**src/rtl/mem_arbiter.sv**
```systemverilog
// Two-requester arbiter for a shared single-port memory: fetch (I) and load/store (D) ports.
// D wins collisions unless I has been passed over STARVE_MAX times in a row.
module mem_arbiter #(
    parameter int unsigned DATA_W     = 32,
    parameter int unsigned STARVE_MAX = 4
) (
    input  logic              clk,
    input  logic              rst,
    input  logic              i_req,
    input  logic [DATA_W-1:0] i_addr,
    output logic              i_done,
    output logic [DATA_W-1:0] i_rdata,
    input  logic              d_req,
    input  logic              d_we,
    input  logic [DATA_W-1:0] d_addr,
    input  logic [DATA_W-1:0] d_wdata,
    output logic              d_done,
    output logic [DATA_W-1:0] d_rdata,
    output logic              stall_if,
    output logic              stall_mem,
    output logic              mem_req,
    output logic              mem_we,
    output logic [DATA_W-1:0] mem_addr,
    output logic [DATA_W-1:0] mem_wdata,
    input  logic              mem_ready,
    input  logic [DATA_W-1:0] mem_rdata
);

    localparam int unsigned CNT_W = (STARVE_MAX < 1) ? 1 : $clog2(STARVE_MAX + 1);

    typedef enum logic [1:0] {IDLE, BUSY_I, BUSY_D} state_t;

    state_t            state, state_nxt;
    logic [CNT_W-1:0]  starve_cnt, starve_nxt;
    logic              mem_req_nxt, mem_we_nxt, i_done_nxt, d_done_nxt;
    logic [DATA_W-1:0] mem_addr_nxt, mem_wdata_nxt, i_rdata_nxt, d_rdata_nxt;
    logic              i_elig, d_elig, starved;

    assign stall_if  = i_req & ~i_done;
    assign stall_mem = d_req & ~d_done;

    // A requester whose done is still high this cycle is not re-granted yet.
    assign i_elig  = i_req & ~i_done;
    assign d_elig  = d_req & ~d_done;
    assign starved = (starve_cnt == CNT_W'(STARVE_MAX));

    always_comb begin
        state_nxt     = state;
        starve_nxt    = starve_cnt;
        mem_req_nxt   = mem_req;
        mem_we_nxt    = mem_we;
        mem_addr_nxt  = mem_addr;
        mem_wdata_nxt = mem_wdata;
        i_done_nxt    = 1'b0;
        d_done_nxt    = 1'b0;
        i_rdata_nxt   = i_rdata;
        d_rdata_nxt   = d_rdata;
        case (state)
            IDLE: begin
                if (i_elig && (!d_elig || starved)) begin
                    state_nxt     = BUSY_I;
                    mem_req_nxt   = 1'b1;
                    mem_we_nxt    = 1'b0;
                    mem_addr_nxt  = i_addr;
                    mem_wdata_nxt = '0;
                    starve_nxt    = '0;
                end else if (d_elig) begin
                    state_nxt     = BUSY_D;
                    mem_req_nxt   = 1'b1;
                    mem_we_nxt    = d_we;
                    mem_addr_nxt  = d_addr;
                    mem_wdata_nxt = d_wdata;
                    // Saturating count of D grants taken while a fetch is pending.
                    if (!i_req) begin
                        starve_nxt = '0;
                    end else if (!starved) begin
                        starve_nxt = starve_cnt + CNT_W'(1);
                    end
                end
            end
            BUSY_I: begin
                if (mem_ready) begin
                    state_nxt   = IDLE;
                    mem_req_nxt = 1'b0;
                    i_done_nxt  = 1'b1;
                    i_rdata_nxt = mem_rdata;
                end
            end
            BUSY_D: begin
                if (mem_ready) begin
                    state_nxt   = IDLE;
                    mem_req_nxt = 1'b0;
                    d_done_nxt  = 1'b1;
                    if (!mem_we) begin
                        d_rdata_nxt = mem_rdata;
                    end
                end
            end
            default: begin
                state_nxt   = IDLE;
                mem_req_nxt = 1'b0;
            end
        endcase
    end

    always_ff @(posedge clk) begin
        if (rst) begin
            state      <= IDLE;
            starve_cnt <= '0;
            mem_req    <= 1'b0;
            mem_we     <= 1'b0;
            mem_addr   <= '0;
            mem_wdata  <= '0;
            i_done     <= 1'b0;
            d_done     <= 1'b0;
            i_rdata    <= '0;
            d_rdata    <= '0;
        end else begin
            state      <= state_nxt;
            starve_cnt <= starve_nxt;
            mem_req    <= mem_req_nxt;
            mem_we     <= mem_we_nxt;
            mem_addr   <= mem_addr_nxt;
            mem_wdata  <= mem_wdata_nxt;
            i_done     <= i_done_nxt;
            d_done     <= d_done_nxt;
            i_rdata    <= i_rdata_nxt;
            d_rdata    <= d_rdata_nxt;
        end
    end

endmodule
```
**config.mk**
```make
export PLATFORM = sky130hd
export DESIGN_NAME = mem_arbiter
export DESIGN_NICKNAME = d
export VERILOG_FILES = /design/src/rtl/mem_arbiter.sv
export SDC_FILE = /design/constraint.sdc
export NUM_CORES = 1
export LEC_CHECK = 0
export BUFFER_PORTS_ARGS = -buffer_cell sky130_fd_sc_hd__buf_2
export CORE_UTILIZATION = 48
export DETAILED_ROUTE_END_ITERATION = 8
export PLACE_DENSITY = 0.85
export REMOVE_ABC_BUFFERS = 1
export SLEW_MARGIN = 20
export SYNTH_ARGS = -nofsm -noshare
export SYNTH_HDL_FRONTEND = slang
export SYNTH_SLANG_ARGS = --single-unit
export TNS_END_PERCENT = 5
```
**constraint.sdc**
```tcl
create_clock -name clk -period 2.92 [get_ports clk]
set_input_delay 0.146 -clock clk [delete_from_list [all_inputs] [get_ports clk]]
set_output_delay 0.146 -clock clk [all_outputs]
set_load 0.03 [all_outputs]
```
==> impl_metrics.csv <==
group,metric,value,unit
clock_tree,cts_htree_levels,4,
synth,yosysUniqueCellTypes,38,
timing,setup_viol,0,
synth,synth_top_area_frac,0.541,
routing,totalWireLength,20600,um
floorplanning,core_area,0.0103,mm2
floorplanning,die_height,105,um
timing,relSlewSlack,0.543,
grt,grt_max_degree,62,
timing,tns,0,ps
place,dp.cells,953,
run,maxCapViolCount,0,
synth,synth_most_common_cell,"nand2_1",
timing,fin_skew,12.7,ps
synth,syn_area_per_cell,8.65,um2
routing,drtAntennaViolNets,0,
layout,finish.utilization,0.816,
power_and_ir_drop,p_leak,3.96,nW
layout,drive_gt1_frac,0.327,
min_path,hp-start,"d_req",
floorplanning,initial_core_util,0.493,
clock_tree,cts.sink_count,137,
timing,fmax,0.368,GHz
synth,syn-instance-count,586,
routing,vias_per_cell,5.59,
min_path,hp-class,"input port to flop",
routing,route.detailed.drc,0,
clock_tree,tritoncts,"yes",
run_status,status,"finished clean",
timing,rsz0062_at_grt,"no",
routing,vias,6256,
setup_path,criticalPathCategory,"flop to flop",
synth,syn_area,0.00507,mm2
grt,grt_pass1_wl,31600,um
grt,grt_pass1_vias,6189,
setup_path,start_kind,"flop",
routing,wl_per_cell,18.4,um
routing,dr.pass1.iters,5,
layout,stdcell_count,1120,
grt,antenna_found_initial,2,
layout,nFillCells,565,
place,dpl.hpwl,10000,um
setup_path,critPathMaxFanout,33,
place,place.gp.congestion,0.846,
timing,fin_crit,2720,ps
timing,tightest_slew,686,ps
timing,hold_viol,0,
setup_path,cp.required,3380,ps
layout,nets,1108,
power_and_ir_drop,vdd_drop_max,378,uV
setup_path,reg2reg_from,"i_done$_SDFF_PP0_",
setup_path,cp_data_arrival_time,3180,ps
setup_path,cp-end-kind,"flop",
synth,yosys-top-cells-area,"dfxtp_1, nand2_1, a21oi_1, a22o_1, a31oi_1",
floorplanning,rows,37,
timing,post-route-period-util,0.930,
timing,slew_violations,0,
grt,grt_use_total,0.367,
floorplanning,io_pins,268,
synth,ys_warn_count,0,
clock_tree,clkTransAtPathRegs,60,ps
power_and_ir_drop,power_density,675,mW/mm2
grt,grt_overflow,0,
place,io_buffer_count,267,
synth,synth_edf_count,0,
clock_tree,clock-root-buffer,"clkbuf_8",
synth,synth_top_area_cell,"dfxtp_1",
clock_tree,cts_made_buffers,17,
floorplanning,die_area,0.0110,mm2
routing,drt_iter0_drc,674,
synth,synth-seq-cells,137,
clock_tree,clock_latency,520,ps
synth,ys_seq_area_frac,0.541,
floorplanning,dieWidth,105,um
synth,synthArstFlopShare,0,
layout,syn2layout_area_growth,65.6,%
setup_path,crit_path_start,"i_done$_SDFF_PP0_",
clock_tree,clock_path_buffers,2,
synth,synth-main-ff-cell,"dfxtp_1",
synth,synth_commonest_cells,"nand2_1, dfxtp_1, a21oi_1",
## state kept, by name, indices dropped and copies added, names as in the netlist
signal	cells
d_rdata	32
i_rdata	32
mem_addr	32
mem_wdata	32
starve_cnt	3
state	2
d_done	1
i_done	1
mem_req	1
mem_we	1
## final timing paths
| kind | to | slack (ps) | depth (start not counted) |
|---|---|---|---|
| worst max-delay path | mem_addr[27]$_SDFFE_PP0P_ | 200 | 5 |
| worst min-delay path | state[0]$_SDFFE_PP0P_ | 80 | 4 |
| worst max register to register | mem_addr[27]$_SDFFE_PP0P_ | 200 | 5 |
| worst min register to register | i_rdata[4]$_SDFFE_PP0P_ | 450 | 2 |
## repair_timing
action / CTS / global route
hold buffers: 132 / 0
gates resized for setup: 0 / 1
setup endpoints to repair: 0 / 10
setup buffers: 0 / 0
endpoints found under the hold margin: 132 / 0
## metal layers
metal,track usage,vias to the layer above,wire (um)
met1,0.397,2831,7190
met2,0.627,514,9870
met3,0.104,134,2150
met4,0.244,0,1430
met5,0,-,0
li1,-,2777,-
## layout by cell type, fill, tap and decap left out, types with 2 or more instances in the layout
master         netlist  routed
buf_2               10     267
nand2_1            197     197
dfxtp_1            137     137
dlygate4sd3_1        0     132
a21oi_1             68      68
o21ai_0             33      33
a31oi_1             33      33
a22o_1              33      33
clkbuf_16            0      16
buf_4                5       7
inv_1                5       5
ha_1                 5       5
inv_6                0       5
bufinv_16            0       5
diode_2              0       2
nand2b_1             2       2
nor2_2               1       2
nand3_1              2       2
nand4_1              2       2
nor2_1               3       2
clkbuf_8             0       2
clkinv_2             0       2
## stage by stage
| step | area (um2) | hold slack [ps] | setup slack (ps) | total power [W] |
|---|---|---|---|---|
| 4_1_cts | 8370 | 38.9 | 286 | 0.00556 |
| 3_3_place_gp | 6390 | 356 | 754 | 0.00303 |
| 2_1_floorplan | 4820 | 215 | 418 | 0.00268 |
| 3_5_place_dp | 6400 | 357 | 797 | 0.00305 |
| 5_1_grt | 8390 | 94.0 | 152 | 0.00584 |
| 6_report | 8390 | 78.1 | 205 | 0.00566 |
## power breakdown
group	leakage (nW)	internal (W)	total [W]	switching, W
logic	2.53	0.000461	0.00120	0.000734
clock network	0.314	0.00151	0.00237	0.000858
registers	1.12	0.00202	0.00210	0.0000865
total	3.96	0.00399	0.00566	0.00168
## logic make-up after synthesis
family                   count (synthesis)  synth area share
AND/OR/NAND/NOR                        216             0.171
AO/OA/AOI/OAI                          175             0.217
flip-flops                             137             0.541
buffers and inverters                   52            0.0561
adder cells (fa/ha/maj)                  5            0.0123
multiplexers                             1           0.00222
## area by class of cell
cell class	instances	area, um2	area share
clock buffers	19	432	0.0515
repair buffers	408	2740	0.326
inverters	7	38.8	0.00462
diodes	2	5.00	0.000597
flip-flops and latches	137	2740	0.327
well taps	136	170	0.0203
clock inverters	13	211	0.0252
multi-input cells	398	2050	0.245
## critical path, cell delays in order, from the launching register on
cell,delay (ps)
dfxtp_1,360
nand2b_1,520
a21o_2,630
nand2_1,260
a31oi_1,290
dlygate4sd3_1,590
No activity file was read; power rests on OpenSTA's default activity.
